==> src/rtl/pemstat_ctrl.sv <==
// Host-access sequencer for the MAC statistics counter bank: decodes register-bus
// accesses into one-hot slice strobes, returns counter/status data, and collects
// slice carry flags into a maskable sticky status register that drives irq.
// Latency: request sampled at edge k, strobes live for the single ACCESS cycle
// (k..k+1), read data and host_ack registered at edge k+1, irq registered.
// Backpressure: four-phase req/ack handshake; a new request is taken only from
// IDLE, and host_ack is held until host_req is seen low.
//
// Ports:
//   clk, rst_n                 clock, asynchronous active-low reset
//   host_req/host_wr/host_addr/host_wdata   host access request
//   host_ack/host_rdata/host_err            access completion, read data, unmapped flag
//   stat_val, stat_carry       flattened slice values and level carry flags
//   stat_ld, stat_clr, stat_carry_clr, stat_wdata   registered slice strobes and load data
//   irq                        registered interrupt, |(cstat & ~cmask)
module pemstat_ctrl #(
    parameter int NUM_CNT = 16,
    parameter int DW      = 31
) (
    input  logic                  clk,
    input  logic                  rst_n,
    input  logic                  host_req,
    input  logic                  host_wr,
    input  logic [5:0]            host_addr,
    input  logic [DW-1:0]         host_wdata,
    output logic                  host_ack,
    output logic [DW-1:0]         host_rdata,
    output logic                  host_err,
    input  logic [NUM_CNT*DW-1:0] stat_val,
    input  logic [NUM_CNT-1:0]    stat_carry,
    output logic [NUM_CNT-1:0]    stat_ld,
    output logic [NUM_CNT-1:0]    stat_clr,
    output logic [NUM_CNT-1:0]    stat_carry_clr,
    output logic [DW-1:0]         stat_wdata,
    output logic                  irq
);

    localparam logic [5:0] A_CSTAT = 6'h3C;
    localparam logic [5:0] A_CMASK = 6'h3D;
    localparam logic [5:0] A_CTRL  = 6'h3E;
    // Counters occupy 0..NUM_CNT-1; NUM_CNT never exceeds 60 so this fits 6 bits.
    localparam logic [5:0] CNT_END = 6'(NUM_CNT);

    typedef enum logic [1:0] {
        IDLE   = 2'd0,
        ACCESS = 2'd1,
        ACK    = 2'd2,
        REL    = 2'd3
    } state_t;

    state_t state;
    state_t state_nxt;

    // Access latched when the request is accepted in IDLE.
    logic          wr_q;
    logic [5:0]    addr_q;
    logic [DW-1:0] wdata_q;

    // Control/status registers.
    logic [NUM_CNT-1:0] cstat;
    logic [NUM_CNT-1:0] cmask;
    logic               cor_en;

    // Next-state values for the registered outputs.
    logic               ack_nxt;
    logic [NUM_CNT-1:0] ld_nxt;
    logic [NUM_CNT-1:0] clr_nxt;
    logic [NUM_CNT-1:0] cclr_nxt;
    logic               accept;
    logic               req_is_cnt;

    // Read path, evaluated from the latched address during ACCESS.
    logic [DW-1:0] cnt_rd;
    logic [DW-1:0] rdata_nxt;
    logic          err_nxt;

    assign accept     = (state == IDLE) && host_req;
    assign req_is_cnt = (host_addr < CNT_END);

    // ------------------------------------------------------------------
    // FSM next state, ack and strobe decode.
    // Strobes are decoded from the live request in IDLE so that, once
    // registered, they are high exactly for the ACCESS cycle.
    // ------------------------------------------------------------------
    always_comb begin
        state_nxt = state;
        ack_nxt   = 1'b0;
        ld_nxt    = '0;
        clr_nxt   = '0;
        cclr_nxt  = '0;

        case (state)
            IDLE: begin
                if (host_req) begin
                    state_nxt = ACCESS;
                    for (int i = 0; i < NUM_CNT; i++) begin
                        if (host_addr == 6'(i)) begin
                            ld_nxt[i]  = host_wr;
                            clr_nxt[i] = !host_wr && cor_en;
                        end
                    end
                    if (host_wr && (host_addr == A_CSTAT)) begin
                        cclr_nxt = NUM_CNT'(host_wdata);
                    end
                    if (host_wr && (host_addr == A_CTRL) && host_wdata[1]) begin
                        clr_nxt = '1;
                    end
                end
            end
            ACCESS: begin
                state_nxt = ACK;
                ack_nxt   = 1'b1;
            end
            ACK: begin
                // A host that already let go of req gets a one-cycle ack.
                state_nxt = REL;
                ack_nxt   = host_req;
            end
            REL: begin
                if (!host_req) begin
                    state_nxt = IDLE;
                end else begin
                    ack_nxt = 1'b1;
                end
            end
            default: begin
                state_nxt = IDLE;
            end
        endcase
    end

    // ------------------------------------------------------------------
    // Read data mux.
    // ------------------------------------------------------------------
    always_comb begin
        cnt_rd = '0;
        for (int i = 0; i < NUM_CNT; i++) begin
            if (addr_q == 6'(i)) begin
                cnt_rd = stat_val[i*DW +: DW];
            end
        end
    end

    always_comb begin
        rdata_nxt = '0;
        err_nxt   = 1'b0;
        if (addr_q < CNT_END) begin
            rdata_nxt = cnt_rd;
        end else begin
            case (addr_q)
                A_CSTAT: rdata_nxt = DW'(cstat);
                A_CMASK: rdata_nxt = DW'(cmask);
                A_CTRL:  rdata_nxt = DW'(cor_en);   // gclr always reads 0
                default: err_nxt   = 1'b1;
            endcase
        end
    end

    // ------------------------------------------------------------------
    // State register.
    // ------------------------------------------------------------------
    always_ff @(posedge clk or negedge rst_n) begin
        if (!rst_n) begin
            state <= IDLE;
        end else begin
            state <= state_nxt;
        end
    end

    // ------------------------------------------------------------------
    // Request latch and slice strobes.
    // ------------------------------------------------------------------
    always_ff @(posedge clk or negedge rst_n) begin
        if (!rst_n) begin
            wr_q           <= 1'b0;
            addr_q         <= '0;
            wdata_q        <= '0;
            stat_ld        <= '0;
            stat_clr       <= '0;
            stat_carry_clr <= '0;
            stat_wdata     <= '0;
        end else begin
            stat_ld        <= ld_nxt;
            stat_clr       <= clr_nxt;
            stat_carry_clr <= cclr_nxt;
            if (accept) begin
                wr_q    <= host_wr;
                addr_q  <= host_addr;
                wdata_q <= host_wdata;
                if (host_wr && req_is_cnt) begin
                    stat_wdata <= host_wdata;
                end
            end
        end
    end

    // ------------------------------------------------------------------
    // Host response and register writes, all resolved at the end of ACCESS.
    // ------------------------------------------------------------------
    always_ff @(posedge clk or negedge rst_n) begin
        if (!rst_n) begin
            host_ack   <= 1'b0;
            host_rdata <= '0;
            host_err   <= 1'b0;
            cmask      <= '0;
            cor_en     <= 1'b1;
        end else begin
            host_ack <= ack_nxt;
            if (state == ACCESS) begin
                host_err <= err_nxt;
                if (!wr_q) begin
                    // Same edge as the clear-on-read strobe: the slice resolves
                    // increment+clear to 1, so the captured value loses nothing.
                    host_rdata <= rdata_nxt;
                end else begin
                    if (addr_q == A_CMASK) begin
                        cmask <= NUM_CNT'(wdata_q);
                    end
                    // A gclr write is a command only; cor_en keeps its value.
                    if ((addr_q == A_CTRL) && !wdata_q[1]) begin
                        cor_en <= wdata_q[0];
                    end
                end
            end
        end
    end

    // ------------------------------------------------------------------
    // Sticky carry status and interrupt.
    // The W1C strobe wins over a carry arriving in the same cycle; the slice
    // drops its flag on that same edge, so the bit does not re-set.
    // ------------------------------------------------------------------
    always_ff @(posedge clk or negedge rst_n) begin
        if (!rst_n) begin
            cstat <= '0;
            irq   <= 1'b0;
        end else begin
            cstat <= (cstat | stat_carry) & ~stat_carry_clr;
            irq   <= |(cstat & ~cmask);
        end
    end

endmodule

==> config.mk <==
export PLATFORM = sky130hd
export DESIGN_NAME = pemstat_ctrl
export DESIGN_NICKNAME = d
export VERILOG_FILES = /design/src/rtl/pemstat_ctrl.sv
export SDC_FILE = /design/constraint.sdc
export NUM_CORES = 1
export LEC_CHECK = 0
export BUFFER_PORTS_ARGS = -buffer_cell sky130_fd_sc_hd__clkbuf_2
export CAP_MARGIN = 20
export CELL_PAD_IN_SITES_DETAIL_PLACEMENT = 1
export CELL_PAD_IN_SITES_GLOBAL_PLACEMENT = 1
export CORE_AREA = 5 5 259 261
export CTS_BUF_LIST = sky130_fd_sc_hd__clkbuf_4
export DETAILED_ROUTE_END_ITERATION = 7
export DIE_AREA = 0 0 264 266
export PLACE_DENSITY = 0.5
export RECOVER_POWER = 50
export SYNTH_ARGS = -nofsm -noshare
export SYNTH_HDL_FRONTEND = slang
export SYNTH_SLANG_ARGS = --single-unit
export TNS_END_PERCENT = 20
==> constraint.sdc <==
create_clock -name clk -period 3.9 [get_ports clk]
set_clock_uncertainty 0.1 [all_clocks]
set_input_delay 0.78 -clock clk [delete_from_list [all_inputs] [get_ports clk]]
set_output_delay 0.78 -clock clk [all_outputs]
set_load 0.01 [all_outputs]
==> results.toml, run 1 <==
[outcome]
outcome = "finished, violations left"
violations = "capacitance limit, slew limit"

[route]
dr_total_vias = 13400
wl_per_cell_um = 33.7
via_per_inst = 4.92
ant_nets = 0
drc = 0
routed_wl_um = 91900
drt_pass1_iterations = 8
drt_iter0_drc = 1056

[die]
die_w_um = 264
start_util_pct = 17.5
num_rows = 93
io_pins = 666
core-area_um2 = 64200
die_h_um = 266
design.die.area_um2 = 70200

[power_and_ir_drop]
peakVddDrop_v = 0.000271
p_switching_uw = 5000
cell_internal_pwr_uw = 4720
swShare_pct = 51.4
pwr-share-seq_pct = 28.7
pwr-share-comb_pct = 59.8
total_power_uw = 9720
p_per_area_nw_per_um2 = 610
p_leak_uw = 0.00743
p_clk_share_pct = 11.5

[place]
portBuffers = 665
post_dp_cell_area_um2 = 15600
dp_cells = 2675
hpwlAfterDp_um = 78300
gp_congestion = 0.971

[cts]
clockRootBuffer = "clkbuf_4"
cts_buffers = 17
insertion_delay_ns = 0.69
hold_buffers = 1
cts_tree = "yes"
path_clk_slew_ns = 0.20
clockBufferDepth = 2
htreeDepth = 4
cts_resized = 0
cts_setup_buffers = 0
cts_sinks = 171

[synthesis]
synth_top_area_share_pct = 37.9
synth_commonest_cells = "dfrtp_1, nand2_1, nor2_1"
synth-edff-count = 0
synthFlopType = "dfrtp_1"
post-synth-top-area-cell = "dfrtp_1"
syn_inst = 1207
yosysMostFrequentCell = "dfrtp_1"
postSynth.asyncResetShare_pct = 100
ys_seq_area_share_pct = 38.1
ys_warn_count = 0
ys_seq_elements = 171
syn_nets = 1764
synth_cell_types = 67
synthesis.area_um2 = 11200
synth.area.top_cells = "dfrtp_1, mux2_2, mux4_2"
syn_avg_cell_area_um2 = 9.30

[worst_setup_path]
path_cells = "buf_4 -> mux2i_1 -> nand2_1 -> o21ai_0 -> a2111oi_0 -> o221ai_1 -> o211ai_1"
slowest_stage = "a2111oi_0"
end_kind = "flop"
cp_data_arrival_time_ns = 3.91
cp.required_ns = 4.42
slowest_delay_ns = 0.78
cp_max_fo = 43
start_kind = "flop"
critical_path_class = "reg2reg"

[grt]
grt_pass1_vias = 14600
overflow = 0
use_met3_pct = 6.22
grt_use_met1_pct = 30.1
grt-busiest-layer = "met2"
grt_pass1_wl_um = 124000
grt_max_degree = 69
grt.total_usage_pct = 25.0
use_met2_pct = 44.9
antenna_found_initial = 30

[final_layout]
drive_above_1_share_pct = 47.4
synthToLayoutAreaGrowth_pct = 41.9
layoutNonFillerInstCount = 2729
nets = 2397
nFillCells = 7779
design_area_um2 = 15900

[hold_path]
hold_path.class = "in2reg"

[sta]
max_slew_margin_pct = -42.3
setup_viol = 0
max_freq_mhz = 296
worstMarginPinSlew_ns = 2.13
finalHoldViolCount = 0
slew_violations = 69
post-route-period-util_pct = 86.8
period_minus_slack_ns = 3.38
rsz0062_at_grt = "no"
final.setup.tns_ns = 0

[flow_run]
max_cap_violations = 1
-- sequential cells by signal, summed over array words and instances, names as in the netlist, 16 cells and up --
register / flops
host_rdata: 31
stat_wdata: 31
cmask: 16
cstat: 16
stat_carry_clr: 16
stat_clr: 16
stat_ld: 16
wdata_q: 16
-- cells by family (layout without fill, tap and decap cells) --
logic type,count (synthesis),after routing,share of synthesized area (%)
flops,171,171,38.1
other cells,0,21,0
buf+inv,128,774,5.06
compound gates,391,391,23.3
mux,155,155,18.2
simple gates,358,358,14.9
fa+ha+maj,4,4,0.446
-- worst max-delay path, delay by kind of cell, from the launching register on --
family,cells,cell delay (ns)
compound gates,4,1.61
simple gates,1,0.15
flops,1,0.66
mux,1,0.17
buf+inv,1,0.59
-- routing by layer --
layer	wire length, µm	share of wire [%]	vias to the layer above
met5	114	0.12	-
met4	2060	2.2	18
met3	6500	7.1	96
met2	46800	51	615
met1	36400	40	6867
li1	-	-	5839
-- final timing paths --
check	startpoint	endpoint	slack, ns	cells past startpoint
setup / recovery	addr_q[1]	host_rdata[2]	0.52	7
hold / removal	stat_carry[12]	cstat[12]	0.19	3
setup reg to reg	addr_q[1]	host_rdata[2]	0.52	7
hold reg to reg	stat_carry_clr[11]	cstat[11]	0.33	1
max in group asynchronous	rst_n	addr_q[0]	0.68	3
min in group asynchronous	rst_n	host_rdata[8]	1.06	2
-- power groups by stage --
stage	Combinational (µW)	Sequential (µW)	Clock [µW]
floorplan	3200	2640	0
global placement	5780	2800	0
detailed placement	5830	2820	0
CTS	5850	2780	1170
global route	6130	2850	1240
finish	5810	2790	1120
-- area by class of cell --
class	count	area, µm²	area share, %
multi-input cells	908	6460	40.6
flip-flops and latches	171	4290	26.9
repair buffers	718	3690	23.2
well taps	855	1070	6.72
clock inverters	15	148	0.927
clock buffers	17	128	0.801
inverters	24	90.1	0.566
diodes	21	52.6	0.330
-- cell usage in the layout (no fill, tap or decap), types with 11 or more instances in the layout --
| cell | instances |
|---|---|
| mux2_2 | 89 |
| a22oi_1 | 19 |
| clkbuf_4 | 17 |
| nor2_1 | 100 |
| nand2b_1 | 11 |
| o211ai_1 | 15 |
| o21ai_0 | 87 |
| nor2b_1 | 12 |
| dfrtp_1 | 168 |
| buf_4 | 48 |
| clkbuf_1 | 21 |
| a221oi_1 | 19 |
| and2_1 | 21 |
| o22ai_1 | 47 |
| nand3_1 | 15 |
| nand2_1 | 112 |
| a21oi_1 | 82 |
| inv_1 | 23 |
| o221ai_1 | 16 |
| nor3_1 | 33 |
| clkbuf_2 | 648 |
| mux2i_1 | 36 |
| diode_2 | 21 |
| a221o_1 | 13 |
| mux4_2 | 30 |
| a211oi_1 | 15 |
-- through the flow --
stage	util [%]	hold slack (ns)	setup WS (ns)
3_5_place_dp	24.3	0.316	0.648
6_report	24.8	0.190	0.517
4_1_cts	24.8	0.122	0.564
5_1_grt	24.8	0.120	0.318
3_3_place_gp	24.3	0.311	0.503
2_1_floorplan	-	0.344	1.62
No activity file was read; power rests on OpenSTA's default activity.
==> inputs of run 2 (changes only) <==
--- a/config.mk
+++ b/config.mk
@@ -9,11 +9,11 @@
 export CAP_MARGIN = 20
 export CELL_PAD_IN_SITES_DETAIL_PLACEMENT = 1
 export CELL_PAD_IN_SITES_GLOBAL_PLACEMENT = 1
-export CORE_AREA = 5 5 259 261
+export CORE_AREA = 5 5 256 258
 export CTS_BUF_LIST = sky130_fd_sc_hd__clkbuf_4
 export DETAILED_ROUTE_END_ITERATION = 7
-export DIE_AREA = 0 0 264 266
-export PLACE_DENSITY = 0.5
+export DIE_AREA = 0 0 261 263
+export PLACE_DENSITY = 0.52
 export RECOVER_POWER = 50
 export SYNTH_ARGS = -nofsm -noshare
 export SYNTH_HDL_FRONTEND = slang
==> constraint.sdc (replaced) <==
create_clock -name clk -period 3.1 [get_ports clk]
set_clock_uncertainty 0.1 [all_clocks]
set_input_delay 0.62 -clock clk [delete_from_list [all_inputs] [get_ports clk]]
set_output_delay 0.62 -clock clk [all_outputs]
set_load 0.01 [all_outputs]
==> run 2 against run 1 <==
The run still ends with capacitance limit, slew limit left. First-iteration DRC count decreased by 11%. Utilization grew 1.6 points. Critical path depth stayed put. Sequential power is 19% higher. Wire length decreased by 1.3%. Clock power grew 35%. Global-route usage grew 0.19 points. Register-to-register slack worse by 0.33 ns. Cell area is 3.8% higher. Largest cell class unchanged. Largest power group unchanged. Highest routed layer unchanged.
==> results.toml, run 2 (synthesis gave the netlist of run 1 again) <==
[outcome]
outcome = "finished, violations left"
violations = "capacitance limit, slew limit"

[cts]
clockRootBuffer = "clkbuf_4"
cts_setup_buffers = 0
insertion_delay_ns = 0.67
cts_sinks = 171
cts_buffers = 17
clockBufferDepth = 2
path_clk_slew_ns = 0.18
cts_tree = "yes"
htreeDepth = 4

[grt]
grt_max_degree = 58
grt.total_usage_pct = 25.2
antenna_found_initial = 34
grt_pass1_vias = 14700
overflow = 0
grt_pass1_wl_um = 121000

[die]
design.die.area_um2 = 68600
die_h_um = 263
die_w_um = 261
core-area_um2 = 62700
start_util_pct = 17.9
num_rows = 92
io_pins = 666

[place]
portBuffers = 665
post_dp_cell_area_um2 = 16100
gp_congestion = 0.956
hpwlAfterDp_um = 77900

[hold_path]
hold_end = "cstat[12]"
worstHoldStart = "stat_carry[12]"
hold_path_depth = 3
hold_path.class = "in2reg"

[worst_setup_path]
r2r-start = "addr_q[0]"
slowest_delay_ns = 0.66
slowest_stage = "dfrtp_4"
crit_buf_inv = 2
ff2ff_setup_slack_ns = 0.19
cp_data_arrival_time_ns = 3.37
critical_path_class = "reg2reg"
cp_top_family = "compound AO/OA/AOI/OAI gates"
end_kind = "flop"
start_kind = "flop"
worstReg2RegEnd = "host_rdata[5]"
path_cells = "buf_6 -> mux4_2 -> a222oi_1 -> a221oi_1 -> buf_4 -> o21ai_0 -> o211ai_1"
ff2ff_path_depth = 7
cp.required_ns = 3.56
cp_max_fo = 26

[power_and_ir_drop]
swShare_pct = 49.2
p_leak_uw = 0.00775
p_switching_uw = 6240
p_clk_share_pct = 11.9
pwr-share-comb_pct = 62.0
peakVddDrop_v = 0.000335
p_per_area_nw_per_um2 = 768
cell_internal_pwr_uw = 6450
pwr-share-seq_pct = 26.1

[route]
wl_per_cell_um = 32.6
via_per_inst = 4.90
drc = 0
ant_nets = 0
drt_iter0_drc = 936
dr_total_vias = 13600
drt_pass1_iterations = 5
routed_wl_um = 90700

[sta]
worstMarginPinSlew_ns = 1.61
final.setup.tns_ns = 0
finalHoldViolCount = 0
post-route-period-util_pct = 93.9
slew_violations = 51
setup_viol = 0
rsz0062_at_grt = "no"
max_freq_mhz = 344
period_minus_slack_ns = 2.91
max_slew_margin_pct = -7.52

[flow_run]
max_cap_violations = 1

[final_layout]
synthToLayoutAreaGrowth_pct = 47.3
nets = 2452
layout_common_cells = "clkbuf_2, dfrtp_1, nand2_1"
drive_above_1_share_pct = 48.2
largestRegisters = "host_rdata (31), stat_wdata (31)"
layout_commonest_cell = "clkbuf_2"
design_area_um2 = 16500
==> run 2: cell count changes in the layout (fill, tap and decap cells not counted), moves of 4 or more <==
cell           previous run  this run
clkbuf_1                 21        25
diode_2                  21        26
dlygate4sd3_1             1         9
buf_4                    48        85
clkbuf_2                648       641
buf_12                    0        11
==> run 2: how the worst max path moves through the flow <==
stage / startpoint / end / slack [ns] / depth (start not counted)
2_1_floorplan: addr_q[0] / host_rdata[30] / 0.89 / 6
5_1_grt: addr_q[0] / host_rdata[5] / 0.09 / 7
4_1_cts: addr_q[0] / host_rdata[5] / 0.02 / 7
3_5_place_dp: addr_q[0] / host_rdata[5] / 0.06 / 7
3_3_place_gp: addr_q[0] / host_rdata[5] / 0.09 / 7
6_report: addr_q[0] / host_rdata[5] / 0.19 / 7
==> run 2: final cells by class <==
cell class,instances,area (µm²)
inverter,24,90.1
timing repair buffer,773,4270
tap,846,1060
clock buffer,18,135
sequential,171,4290
antenna,26,65.1
clock inverter,14,174
multi-input combinational,908,6450
fill,7569,46200
==> run 2: worst min-delay path, stage by stage <==
cell and delay (ns):
clkbuf_2 0.08, nor2_1 0.03, nor2_1 0.07
==> run 2: through the flow <==
step | cells | setup WS [ns] | total power (µW) | util, % | hold WS, ns
after floorplan | 1207 | 0.892 | 7350 | - | 0.224
after global routing | 2773 | 0.0854 | 13300 | 26.3 | -0.00616
after CTS | 2753 | 0.0245 | 12800 | 26.3 | 0.00207
final | 2780 | 0.189 | 12700 | 26.4 | 0.0703
after global placement | 2713 | 0.0921 | 11100 | 25.7 | 0.312
after detailed placement | 2713 | 0.0575 | 11200 | 25.7 | 0.318
==> run 2: metal layers <==
| metal | GRT usage (%) | up-vias | wire length (µm) |
|---|---|---|---|
| met2 | 43.2 | 614 | 45200 |
| li1 | - | 5959 | - |
| met5 | 0 | - | 142 |
| met3 | 6.87 | 142 | 6560 |
| met1 | 29.2 | 6899 | 34700 |
| met4 | 11.3 | 20 | 4070 |
==> run 2: power groups by stage <==
stage	Combinational (µW)	Sequential (µW)	Clock (µW)
final	7860	3320	1510
after global routing	8270	3390	1670
after CTS	7900	3320	1570
after detailed placement	7860	3370	0
after global placement	7800	3340	0
after floorplan	4030	3320	0
==> run 2: what timing repair did <==
action / 4_1_cts / 5_1_grt
hold buffers: 8 / 1
resized for setup: 0 / 1
hold endpoints to repair: 55 / 1
endpoints found under the setup margin: 0 / 1
==> inputs of run 3 (changes only) <==
--- a/config.mk
+++ b/config.mk
@@ -5,7 +5,7 @@
 export SDC_FILE = /design/constraint.sdc
 export NUM_CORES = 1
 export LEC_CHECK = 0
-export BUFFER_PORTS_ARGS = -buffer_cell sky130_fd_sc_hd__clkbuf_2
+export BUFFER_PORTS_ARGS = -buffer_cell sky130_fd_sc_hd__buf_2
 export CAP_MARGIN = 20
 export CELL_PAD_IN_SITES_DETAIL_PLACEMENT = 1
 export CELL_PAD_IN_SITES_GLOBAL_PLACEMENT = 1
==> run 3 against run 2 <==
The flow still finishes with violations (capacitance limit, slew limit). Die area is the same. Combinational power grew 2%. Sequential power is essentially flat. Worst hold slack gained 0.024 ns. Non-clock buffer count grew 2. Via count grew 0.62%. Final cell count shrank 0.14%. Clock-buffer cell count shrank 1. Maximum frequency shrank 3.5%.
==> results.toml, run 3 (synthesis gave the netlist of run 1 again) <==
[outcome]
violations = "capacitance limit, slew limit"
outcome = "finished, violations left"

[cts]
clockRootBuffer = "clkbuf_4"
cts_tree = "yes"
cts_sinks = 171
cts_buffers = 17
clockBufferDepth = 2
path_clk_slew_ns = 0.18
htreeDepth = 4
cts_resized = 0
insertion_delay_ns = 0.65

[sta]
finalHoldViolCount = 0
layout_setup_ws_ns = 0.0844
slew_violations = 65
period_minus_slack_ns = 3.02
post-route-period-util_pct = 97.3
final.setup.tns_ns = 0
max_freq_mhz = 332
rsz0062_at_grt = "no"
setup_viol = 0
worstMarginPinSlew_ns = 1.97
max_slew_margin_pct = -31.6

[place]
post_dp_cell_area_um2 = 16100
gp_congestion = 1.02
place_ws_ns = 0.151
dp_cells = 2711
portBuffers = 665
hpwlAfterDp_um = 77600

[worst_setup_path]
crit_buf_inv = 3
start_kind = "flop"
cp.required_ns = 3.55
cp_top_family = "simple AND/OR/NAND/NOR gates"
slowest_delay_ns = 0.79
cp_common_cell = "buf_4"
slowest_stage = "or4b_2"
path_cells = "buf_4 -> or4b_2 -> buf_4 -> o21ai_0 -> a31oi_1 -> nor3_1 -> buf_4 -> o21ai_1"
cp_max_fo = 12
critical_path_class = "reg2reg"
end_kind = "flop"
cp_data_arrival_time_ns = 3.47

[route]
drt_iter0_drc = 985
routed_wl_um = 90800
wl_per_cell_um = 32.7
drt_pass1_iterations = 5
dr_total_vias = 13700
via_per_inst = 4.94
drc = 0
ant_nets = 0

[final_layout]
nets = 2454
layout_common_cells = "buf_2, dfrtp_1, nand2_1"
fin_util_pct = 26.3
design_area_um2 = 16500
largestRegisters = "host_rdata (31), stat_wdata (31)"
layout_commonest_cell = "buf_2"
synthToLayoutAreaGrowth_pct = 47.0
layoutNonFillerInstCount = 2776
drive_above_1_share_pct = 48.0

[die]
num_rows = 92
die_w_um = 261
core-area_um2 = 62700
io_pins = 666
design.die.area_um2 = 68600
start_util_pct = 17.9
die_h_um = 263

[grt]
antenna_found_initial = 42
grt_pass1_vias = 14700
grt.total_usage_pct = 25.3
overflow = 0
grt_pass1_wl_um = 123000
grt_max_degree = 66

[power_and_ir_drop]
p_leak_uw = 0.00765
p_per_area_nw_per_um2 = 768
peakVddDrop_v = 0.000394

[flow_run]
max_cap_violations = 1

[hold_path]
hold_path.class = "in2reg"
[run 3: cell types whose count changed in the layout (fill, tap and decap cells not counted), moves of 3 or more]
| cell | delta |
|---|---|
| dlygate4sd3_1 | +4 |
| diode_2 | -6 |
| buf_2 | +639 |
| clkinv_8 | +3 |
| clkbuf_2 | -639 |
[run 3: per-layer routing]
metal | wire, µm | vias to the layer above | track usage, %
met3 | 6400 | 104 | 6.42
met2 | 46300 | 624 | 45.0
met4 | 2130 | 22 | 7.16
met1 | 35800 | 7009 | 30.1
met5 | 146 | - | 0
li1 | - | 5960 | -
[run 3: report_power, final]
part,switching (µW),internal (µW)
Clock,1020,381
Combinational,4860,3120
Sequential,480,2820
Total,6360,6320
[run 3: repair_timing]
| item | CTS | global route |
|---|---|---|
| hold buffers | 13 | 0 |
| endpoints found under the hold margin | 73 | 0 |
| setup buffers | 0 | 0 |
[run 3: cell type report]
cell class              instances  area (µm²)
clock buffers                  17         128
fillers                      7522       46200
repair buffers                775        4260
multi-input cells             908        6450
clock inverters                15         174
inverters                      24        90.1
well taps                     846        1060
diodes                         20        50.0
flip-flops and latches        171        4290
[run 3: per-stage QoR]
step                      total power, µW  hold slack [ns]
final                               12700           0.0941
after global routing                13400          0.00549
after CTS                           12800         0.000389
after detailed placement            11300            0.311
after global placement              11300            0.306
after floorplan                      7350            0.224
[run 3: worst register-to-register path: cells and delay by family (launching register included)]
kind | cells | cell delay, ns
AOI/OAI and AO/OA | 3 | 0.44
and+or+nand+nor | 2 | 1.29
buffers and inverters | 3 | 0.69
DFF | 1 | 0.41
[run 3: path summary, 6_finish.rpt]
kind                                   start              to  slack, ns  cells after the start
max                                addr_q[3]  host_rdata[13]       0.08                      8
min                           stat_carry[11]       cstat[11]       0.09                      3
max reg2reg                        addr_q[3]  host_rdata[13]       0.08                      8
min reg2reg                stat_carry_clr[5]        cstat[5]       0.33                      1
max in group asynchronous              rst_n     wdata_q[13]       0.50                      3
min in group asynchronous              rst_n  host_rdata[26]       0.91                      2
